**src/rtl/rr_mux_sched.sv**
```systemverilog
// rr_mux_sched: round-robin scheduler driving a shared 8:1 bit-select mux,
// with bounded grant hold and a registered copy of the selected data bit.
module rr_mux_sched #(
    parameter int MAX_HOLD = 4
) (
    input  logic       clk,
    input  logic       rst_n,
    input  logic [7:0] req,
    input  logic [7:0] i,
    output logic [2:0] sel,
    output logic [7:0] gnt,
    output logic       busy,
    output logic       y
);
    typedef enum logic {IDLE, GRANT} state_t;

    state_t     state;
    logic [2:0] ptr;
    logic [3:0] hold_cnt;
    logic [2:0] start;
    logic [2:0] win;
    logic       found;
    logic       rel;

    assign rel = !req[sel] || hold_cnt == 4'(MAX_HOLD);

    // Descending scan so the lowest offset from start is the last to win
    always_comb begin
        start = (state == GRANT) ? sel + 3'd1 : ptr;
        found = 1'b0;
        win   = start;
        for (int k = 7; k >= 0; k--)
            if (req[start + 3'(k)]) begin
                found = 1'b1;
                win   = start + 3'(k);
            end
    end

    always_ff @(posedge clk or negedge rst_n) begin
        if (!rst_n) begin
            state    <= IDLE;
            ptr      <= 3'd0;
            hold_cnt <= 4'd0;
            sel      <= 3'd0;
            gnt      <= 8'd0;
            busy     <= 1'b0;
            y        <= 1'b0;
        end else begin
            y <= busy ? i[sel] : 1'b0;
            if (state == IDLE || rel) begin
                if (state == GRANT)
                    ptr <= sel + 3'd1;
                if (found) begin
                    sel      <= win;
                    gnt      <= 8'd1 << win;
                    busy     <= 1'b1;
                    hold_cnt <= 4'd1;
                    state    <= GRANT;
                end else begin
                    gnt   <= 8'd0;
                    busy  <= 1'b0;
                    state <= IDLE;
                end
            end else begin
                hold_cnt <= hold_cnt + 4'd1;
            end
        end
    end
endmodule

```
**config.mk**
```make
export PLATFORM = sky130hd
export DESIGN_NAME = rr_mux_sched
export DESIGN_NICKNAME = d
export VERILOG_FILES = /design/src/rtl/rr_mux_sched.sv
export SDC_FILE = /design/constraint.sdc
export NUM_CORES = 1
export LEC_CHECK = 0
export CAP_MARGIN = 15
export CELL_PAD_IN_SITES_DETAIL_PLACEMENT = 0
export CELL_PAD_IN_SITES_GLOBAL_PLACEMENT = 1
export CORE_MARGIN = 2
export CORE_UTILIZATION = 45
export CTS_CLUSTER_SIZE = 16
export DETAILED_ROUTE_END_ITERATION = 10
export PLACE_DENSITY = 0.83
export SETUP_SLACK_MARGIN = 0.15
export SLEW_MARGIN = 20
export SYNTH_ARGS = -nofsm -noshare
export SYNTH_HDL_FRONTEND = slang
export SYNTH_SLANG_ARGS = --single-unit
```
**constraint.sdc**
```tcl
create_clock -name clk -period 8.3 [get_ports clk]
set_input_delay 1.245 -clock clk [delete_from_list [all_inputs] [get_ports clk]]
set_output_delay 1.245 -clock clk [all_outputs]
set_load 0.1 [all_outputs]
```
Word-level counts from Yosys, hierarchy flattened
Index checks and enable logic that the tools add are counted.

Memory bits (read-only): 0. Latch bits: 0. RAM bits: 0. Output and inout bits: 13. Logic and storage cells: 74. Register bits after elaboration: 20. Memories kept: 0.

$add $sub $neg: 9. Equality and inequality tests: 2. $lt $le $gt $ge: 9. Bitwise logic cells: 1. Shift-type cells: 1. Mux-type cells: 42. Divide/modulo/power cells: 0. Multipliers: 0. Reduce and logical (&&, ||, !) cells: 4.

Operators with widths (count): 3-bit by 4-bit less-than comparator with 1-bit output, second input constant (9); 1-bit binary-select mux with 3-bit select (10); 3-bit two-way mux (9); 1-bit two-way mux (20); 3-bit adder, second input constant (4); 4-bit two-way mux (2); 8-bit two-way mux (1); 1-bit by 3-bit left shift with 8-bit output, first input constant (1); 3-bit by 1-bit adder with 3-bit output, second input constant (2); 3-bit by 2-bit adder with 3-bit output, second input constant (2); 4-bit by 1-bit adder with 4-bit output, second input constant (1); 4-bit by 3-bit == test with 1-bit output, second input constant (1); 1-bit logical OR (2); 2-bit inequality test, second input constant (1); 2-bit AND reduction (1); 1-bit logical NOT (1); 1-bit inverter (1).

Longest topological paths before layout
Gate-level depths: netlist of run 1.

Depth in word-level cells: 15. Mapped depth: 13. Depth with buffers taken out: 11.

Worst setup path after synthesis of run 1
OpenSTA, ideal clock, no wires.

Path kind: register to register. Start: register sel[1]. End: register gnt[2]. Setup time: 69 ps. Stages on the path, launching flop included: 13. Clock period less this slack: 4421 ps. Arrival: 4352 ps. Path slack: 3879 ps. Path through: dfrtp_1 ha_1 mux2i_1 inv_1 buf_2 ha_1 mux4_1 and2_4 a21o_1 a311o_1 o31ai_2 nor3b_2 a22o_1.

Longest elaborated chain between the ends: 15. Elaborated cells between the ends (all ways): 48. Those cells by class: 8 x add/sub; 1 x shift; 36 x mux; 3 x reduce/logical.

RTL lines: start: declaration (RTL line 10) `output logic [2:0] sel,`; start signal: assignment (RTL line 54) `sel <= win;`; 3-bit by 1-bit adder with 3-bit output (RTL line 29) `start = (state == GRANT) ? sel + 3'd1 : ptr;`; 3-bit two-way mux; 3-bit adder (RTL line 33, 35); 1-bit binary-select mux with 3-bit select (RTL line 33) `if (req[start + 3'(k)]) begin`; 1-bit two-way mux (not written as such) (RTL line 33); 3-bit two-way mux (8 in series) (RTL line 33); 1-bit by 3-bit left shift with 8-bit output (RTL line 55) `gnt <= 8'd1 << win;`; 8-bit two-way mux (RTL line 53) `if (found) begin`; end signal: assignment (RTL line 55); end: declaration (RTL line 11) `output logic [7:0] gnt,`.

Parallel ways exist; a longest one is shown, timed or not. The select of a mux whose other input is x is not followed. A chain may end at the register's enable or synchronous reset.

Worst setup path after layout of run 1
Start: register sel[0]. End: register gnt[2].

The elaborated chain is that of the path after synthesis.

==> results of run 1 <==
## area by class of cell
type,instances,area (um2)
repair buffers,31,308
flip-flops and latches,20,500
multi-input cells,189,1400
inverters,5,18.8
fillers,405,2020
clock buffers,3,41.3
well taps,52,65.1
## flip-flops by register name (all words and copies together) (netlist names)
signal,count
gnt,8
hold_cnt,4
ptr,3
sel,3
state,1
y,1
## placed cells by master (no fill, tap or decap), drive strengths merged, types with 4 or more instances in the layout
cell	Yosys	final
mux4	6	6
and2	5	5
ha	4	4
o31ai	4	4
nor3	9	9
mux2i	11	11
o21ai	23	23
a22o	5	5
a31oi	4	4
nor2	11	11
nand2	23	23
dfrtp	20	20
inv	5	5
a211oi	5	5
xnor2	5	5
nand3	18	18
clkdlybuf4s50	0	30
mux2	6	6
a21oi	16	16
## metal layers
layer / part of all wire, % / track usage [%]
met5: 0 / 0
met4: 0.87 / 4.40
met3: 6.8 / 3.94
met2: 48 / 34.9
met1: 45 / 31.8
## kinds of logic after synthesis
kind of cell | after synthesis | share of synthesized area, %
AO/OA/AOI/OAI | 74 | 24.9
XOR/XNOR | 6 | 3.86
adder cells (fa/ha/maj) | 4 | 2.45
buffers and inverters | 17 | 7.11
flip-flops | 20 | 24.5
multiplexers | 23 | 15.7
AND/OR/NAND/NOR | 82 | 21.5
## path summary, 6_finish.rpt
| kind | startpoint | endpoint | slack, ns | cells past startpoint |
|---|---|---|---|---|
| setup / recovery | sel[0] | gnt[2] | 3.93 | 12 |
| hold / removal | hold_cnt[3] | hold_cnt[3] | 0.48 | 1 |
| setup reg to reg | sel[0] | gnt[2] | 3.93 | 12 |
| hold reg to reg | hold_cnt[3] | hold_cnt[3] | 0.48 | 1 |
| max in group asynchronous | rst_n | gnt[2] | 6.26 | 1 |
| min in group asynchronous | rst_n | hold_cnt[0] | 1.49 | 1 |
## critical path: stages (launching register included)
cell and delay, ns:
dfrtp_1 0.62, ha_1 0.33, mux2i_1 0.14, buf_4 0.22, inv_1 0.29, ha_1 0.50, mux4_1 0.70, and2_4 0.20
a21o_1 0.18, a311o_1 0.34, o31ai_2 0.33, nor3b_2 0.29, a22o_1 0.16
## metrics by stage
| stage | hold WS [ns] | instance area, um2 | setup slack [ns] | cells | util (%) |
|---|---|---|---|---|---|
| final | 0.476 | 2330 | 3.93 | 300 | 53.5 |
| after global routing | 0.518 | 2330 | 3.65 | 300 | 53.5 |
| after CTS | 0.477 | 2330 | 3.92 | 300 | 53.5 |
| after detailed placement | 0.467 | 2290 | 3.98 | 297 | 52.6 |
| after global placement | 0.469 | 2290 | 3.95 | 297 | 52.6 |
| after floorplan | 0.440 | 2040 | 3.88 | 226 | - |
==> run_results.csv, run 1 <==
group,metric,value,unit
placed_design,dpl.hpwl,4080,um
routing,dr.pass1.iters,5,
global_routing,groute.usage.overall,22.0,%
synthesis,yosys.area.top_type_share,24.5,%
cts,cts_max_path_buffers,2,
global_routing,grt_max_degree,21,
cts,cts_made_buffers,3,
layout,area_growth,14.1,%
routing,drc,0,
cts,cts_hold_buf,0,
global_routing,antenna_found_initial,0,
synthesis,async_flop_share,100,%
floorplanning,die_w,71.4,um
placed_design,place.gp.congestion,0.903,
synthesis,synth.most_common_cell,"nand2_1",
setup_path,cp_data_required_time,8.49,ns
cts,cts_root_buf,"clkbuf_8",
sta,slew_viol_final,0,
global_routing,grt_pass1_vias,1862,
routing,routed_wl,5380,um
floorplanning,die-height,71.4,um
sta,tns,0,ns
sta,setup_viol,0,
cts,post_cts_buffers,0,
floorplanning,start_util,46.9,%
placed_design,io_buffers,30,
floorplanning,dieArea,0.00509,mm2
sta,max-slew-margin-rel,33.3,%
cts,clk_pin_slew,0.07,ns
setup_path,endpoint_kind,"flop",
routing,drt_iter0_drc,193,
floorplanning,rows,24,
synthesis,synth_ff_type,"dfrtp_1",
setup_path,crit_path_max_fanout,16,
synthesis,yosys_warnings,0,
sta,fmax,229,MHz
sta,fin_crit,4.37,ns
synthesis,synth-seq-cells,20,
cts,ctsHtreeMaxLevel,1,
sta,tightest_slew,0.997,ns
routing,antenna_left,0,
setup_path,cp-start-kind,"flop",
layout,final_layout_size_suffix_gt1_share,12.5,%
global_routing,grt_pass1_wl,9070,um
setup_path,path_class,"flop to flop",
floorplanning,ios,31,
layout,antenna_cells,0,
synthesis,synth-edff-count,0,
outcome,status,"complete, no violations",
floorplanning,core-area,0.00435,mm2
setup_path,arrival,4.56,ns
cts,cts_tree,"yes",
cts,numClockSinks,20,
synthesis,synthCells,226,
routing,vias,1921,
synthesis,synth_nets,248,
sta,skew,0.00220,ns
worst_hold_path,hp-class,"flop to flop",
sta,hold_viol_final,0,
synthesis,synthTopCellsByArea,"dfrtp_1, mux2i_1, o21ai_0, nand3_1, mux4_2",
synthesis,synth_top_area_cell,"dfrtp_1",
routing,drt-vias-per-instance,6.40,
synthesis,ys_top_cells_by_count,"nand2_1, o21ai_0, dfrtp_1, nand3_1, a21oi_1",
flow_run,drv_cap,0,
global_routing,grt.overflow.total,0,
sta,rsz0062_at_grt,"no",
cts,clkLatencyLatePin,0.25,ns
synthesis,syn-cell-area,0.00204,mm2
layout,nNetsFinal,272,
synthesis,yosysSeqAreaShare,24.5,%
sta,fin_crit_sh,52.7,%
synthesis,syn_area_per_cell,9.04,um2
routing,wire_per_inst,17.9,um
synthesis,synthDistinctLibCells,58,
cts,cts_resized,0,
Power of run 1 is not shown: default switching activity piles up to over one toggle a cycle in this logic, so the estimate is an artifact.
==> inputs of run 2 (changes only) <==
- CORE_UTILIZATION: 45 -> 42
- PLACE_DENSITY: 0.83 -> 0.78
- clock period: 8.3 -> 4.1 ns (I/O delays scaled with it)
==> run 2 against run 1 <==
Largest cell class unchanged. Non-clock buffer count increased by 6. Core utilization decreased by 2.2 points. Critical endpoint is now gnt[3]. First-iteration DRC count increased by 3.1%.
==> run_results.csv, run 2 (synthesis results as in run 1) <==
group,metric,value,unit
layout,largest_reg_flops,8,
setup_path,r2r_slack,0.43,ns
sta,setup_viol,0,
routing,drt-vias-per-instance,6.34,
layout,multiInputGateArea,0.00140,mm2
layout,top_register,"gnt",
setup_path,r2r_cells,11,
routing,wl_met2,2610,um
routing,routed_wl,5710,um
layout,nNetsFinal,278,
placed_design,dpl.hpwl,4260,um
cts,cts_made_buffers,3,
floorplanning,rows,25,
layout,seq_area,512,um2
layout,fill_cells,461,
floorplanning,start_util,43.5,%
setup_path,arrival,3.87,ns
layout,area_growth,17.8,%
floorplanning,ios,31,
cts,cts_root_buf,"clkbuf_8",
cts,numClockSinks,20,
floorplanning,die-height,73.7,um
routing,drt_iter0_drc,199,
floorplanning,dieArea,0.00544,mm2
floorplanning,die_w,73.7,um
setup_path,cp_data_required_time,4.30,ns
cts,clkLatencyLatePin,0.25,ns
routing,vias,1960,
sta,fin_crit,3.67,ns
cts,cts_max_path_buffers,2,
global_routing,grt_pass1_vias,1904,
placed_design,place.gp.congestion,0.892,
sta,tightest_slew,0.971,ns
routing,wl_met1,2540,um
worst_hold_path,hold_start,"hold_cnt[3]",
layout,final_cell_mix,"clkdlybuf4s50_1, nand2_1, o21ai_0, nand3_1, dfrtp_1",
global_routing,grt_max_degree,21,
cts,cts_tree,"yes",
setup_path,critical_path.startpoint,"sel[0]",
layout,final_common_cell,"clkdlybuf4s50_1",
cts,clk_pin_slew,0.07,ns
layout,antenna_cells,0,
cts,post_cts_buffers,0,
routing,drc,0,
routing,wire_per_inst,18.5,um
worst_hold_path,hp-class,"flop to flop",
sta,rsz0062_at_grt,"no",
sta,fmax,272,MHz
sta,slew_viol_final,0,
cts,cts_hold_buf,0,
placed_design,io_buffers,30,
worst_hold_path,whs_endpoint,"hold_cnt[3]",
sta,skew,0.00181,ns
sta,tns,0,ns
setup_path,cp-start-kind,"flop",
routing,antenna_left,0,
setup_path,path_class,"flop to flop",
worst_hold_path,min_path_cells,1,
setup_path,r2r-end,"gnt[3]",
global_routing,groute.usage.overall,22.7,%
outcome,status,"complete, no violations",
cts,ctsHtreeMaxLevel,1,
setup_path,reg2reg_from,"sel[0]",
global_routing,grt.overflow.total,0,
routing,dr.pass1.iters,5,
flow_run,drv_cap,0,
layout,final_layout_size_suffix_gt1_share,16.5,%
setup_path,endpoint_kind,"flop",
routing,topRoutingLayerUsed,"met4",
global_routing,grt_pass1_wl,9600,um
setup_path,crit_path_max_fanout,9,
global_routing,antenna_found_initial,0,
routing,routed-wl-met3,455,um
floorplanning,core-area,0.00469,mm2
sta,hold_viol_final,0,
layout,reg.largest.list,"gnt x8, hold_cnt x4",
sta,fin_crit_sh,89.6,%
sta,max-slew-margin-rel,35.1,%
cts,cts_resized,0,
[run 2: cell count changes in the layout (fill, tap and decap cells not counted)]
cell and change:
dfrtp_1 -3, mux2i_2 +1, buf_4 +6, clkbuf_8 +1, dfrtp_4 +3, mux2i_1 -1
[run 2: worst max-delay path, stage by stage, from the launching register on]
cell	delay [ns]
dfrtp_4	0.55
ha_1	0.34
mux2i_2	0.17
inv_1	0.08
ha_1	0.35
mux4_1	0.66
and2_4	0.19
a21o_1	0.18
a311o_1	0.33
o31ai_2	0.35
nor3b_2	0.26
a22o_1	0.15
[run 2: how the worst max path moves through the flow]
stage                         to  cells past startpoint
after floorplan           gnt[2]                     12
after global placement    gnt[2]                     11
after detailed placement  gnt[2]                     11
after CTS                 gnt[3]                     11
after global routing      gnt[5]                     11
final                     gnt[3]                     11
[run 2: per-layer routing]
layer | vias up | GRT usage, %
li1 | 922 | -
met5 | - | 0
met1 | 935 | 32.1
met3 | 12 | 3.29
met4 | 0 | 5.86
met2 | 91 | 36.2
[run 2: area by class of cell]
cell class                 instances  area share [%]
clock buffer                       4            2.29
inverter                           5           0.780
multi-input combinational        189            58.2
sequential                        20            21.3
tap                               54            2.81
timing repair buffer              37            14.7
[run 2: stage by stage]
| step | util, % | worst slack (ns) | area (um2) | std cells | hold slack (ns) |
|---|---|---|---|---|---|
| floorplan | - | 0.192 | 2060 | 226 | 0.319 |
| global placement | 50.1 | 0.501 | 2350 | 305 | 0.461 |
| detailed placement | 50.1 | 0.449 | 2350 | 305 | 0.472 |
| CTS | 51.3 | 0.423 | 2410 | 309 | 0.484 |
| global route | 51.3 | 0.168 | 2410 | 309 | 0.501 |
| finish | 51.3 | 0.426 | 2410 | 309 | 0.481 |
Power of run 2 is left out for the same reason.
==> patch: new RTL, config.mk and constraints of run 2 <==
Reset style: synchronous (`rst_n`), changed in one clocked block.
--- a/src/rtl/rr_mux_sched.sv
+++ b/src/rtl/rr_mux_sched.sv
@@ -36,7 +36,7 @@
             end
     end
 
-    always_ff @(posedge clk or negedge rst_n) begin
+    always_ff @(posedge clk) begin
         if (!rst_n) begin
             state    <= IDLE;
             ptr      <= 3'd0;
Behaviour: differs if rst_n is asserted again (counterexample within 4 cycles, from zero or initial values and one cycle with rst_n low); with rst_n held inactive, the same outputs for 10 cycles.
==> patch against run 2 <==
- sequential share of layout area down 5.8 points
- final area up 9.7%
- synthesized area up 7.5%
- non-clock buffer count up 6
- cell count up 16%
- fmax down 0.64%
- first-iteration DRC count down 32%
- routed wire length up 11%
- count of clock-buffer cells in the layout down 1
- sequential cell count unchanged
- setup slack worse by 0.024 ns
- critical path type unchanged
- highest routed layer unchanged
==> patch: results (changes against run 2) <==
status=completed; met3 wire length=352 um (-23%); Worst Path Arrival=3.84 ns (-0.03 ns); register area share after synthesis=18.23% (-6.3 points); share of cells above drive strength 1=18.75% (+2.3 points); Hold Crit Depth=2 (+1); asr flop ratio synth=0% (-100 points); hold_sp=gnt[1]; total CTS buffers=3 (unchanged); GR peak layer=met2; GR Util All Layers=22.45% (-0.23 points); ant diodes=0 (unchanged); Clock power frac=about 5.4%; crit path max fanout=15 (+6); first-pass GRT wire length=10810 um (+13%); Vias per Instance=6.078 (-4.2%); ranking of synthesized cells by instance count=nor2_1 (24), nand2_1 (21), dfxtp_1 (20); GR Util met1=32.79% (+0.70 points); crit path capture=gnt[2]; CP Capture Type=flip-flop; top routing layer in use=met4; combinational power share=80.3%; # Post-CTS Setup Buffers=0 (unchanged); WL/cell=17.74 um (-4.0%); Worst Hold End=gnt[1]; initial drt markers=135 (-32%); R2R Setup Slk=0.40 ns (-0.02 ns); Adder-Cell Fraction of Synth Area=2.279% (-0.17 points); Netlist cell types=70 (+21%); met2 global-route usage=35.66% (-0.55 points); post-synthesis mux area share=17.95% (+2.3 points); Tightest Pin Transition=0.9745 ns (+0.003932 ns); vias in the first global route=2052 (+7.8%); CP startpoint=sel[0]; Synth Flop Type=dfxtp_1; Final nets=312 (+12%); Placer Congestion=0.8691 (-2.5%); compound-cell area share of the yosys netlist=32.88% (+8.0 points); Synth Area in XOR/XNOR=2.735% (-1.1 points); largest net degree at the start of global routing=22 (+4.8%); Worst Skew=0.002676 ns (+0.0008631 ns); post-synth net total=282 (+14%); GRT met3 Usage=3.555% (+0.26 points); Worst R2R Path Depth=13 (+2); top cells by area, synth=dfxtp_1 (18%), mux2i_1 (8.2%), mux4_2 (8.2%), nor2_1 (4.1%), nand2_1 (3.6%); routed wl met2=2851 um (+9.4%); Final HPWL DP=4840 um (+14%); met1 WL=3114 um (+23%)
==> patch: changes by cell type after synthesis, sizes merged, moves of 5 or more <==
cell	delta
mux2i	+7
o21ai	-11
dfxtp	+20
o21a	+6
dfrtp	-20
nor2	+15
a211oi	+5
buf	+8
nand3	-5
inv	+7
==> patch: logic make-up (layout without fill, tap and decap cells) <==
group	count (synthesis)	after routing
adder cells (fa/ha/maj)	4	4
AO/OA/AOI/OAI	86	86
buffers and inverters	30	58
XOR/XNOR	6	6
AND/OR/NAND/NOR	85	85
flip-flops	20	20
multiplexers	29	29
==> patch: area by class of cell <==
type | instances | area [um2]
fill | 507 | 2436
timing repair buffer | 43 | 397.9
inverter | 12 | 45.04
clock buffer | 3 | 41.29
tap | 70 | 87.58
sequential | 20 | 409.1
multi-input combinational | 210 | 1658
==> patch: stage by stage <==
step | hold WS, ns | area [um2] | power [mW] | worst slack, ns | cells
2_1_floorplan | 0.4695 | 2213 | 1.754 | 0.2428 | 260
3_3_place_gp | 0.4364 | 2597 | 2.167 | 0.5640 | 355
3_5_place_dp | 0.4373 | 2597 | 2.161 | 0.4441 | 355
4_1_cts | 0.4461 | 2639 | 2.291 | 0.4233 | 358
5_1_grt | 0.4738 | 2639 | 2.462 | 0.1624 | 358
6_report | 0.4430 | 2639 | 2.300 | 0.4023 | 358
==> patch: worst max-delay path: stages, from the launching register on <==
cell,delay [ns]
dfxtp_4,0.42
ha_1,0.40
nand2_1,0.12
a21boi_4,0.19
inv_2,0.05
ha_1,0.46
mux2_2,0.39
o21ba_2,0.24
a211oi_2,0.05
a21oi_1,0.28
nand2_1,0.14
a2111oi_4,0.43
nor4_2,0.14
a32o_1,0.27
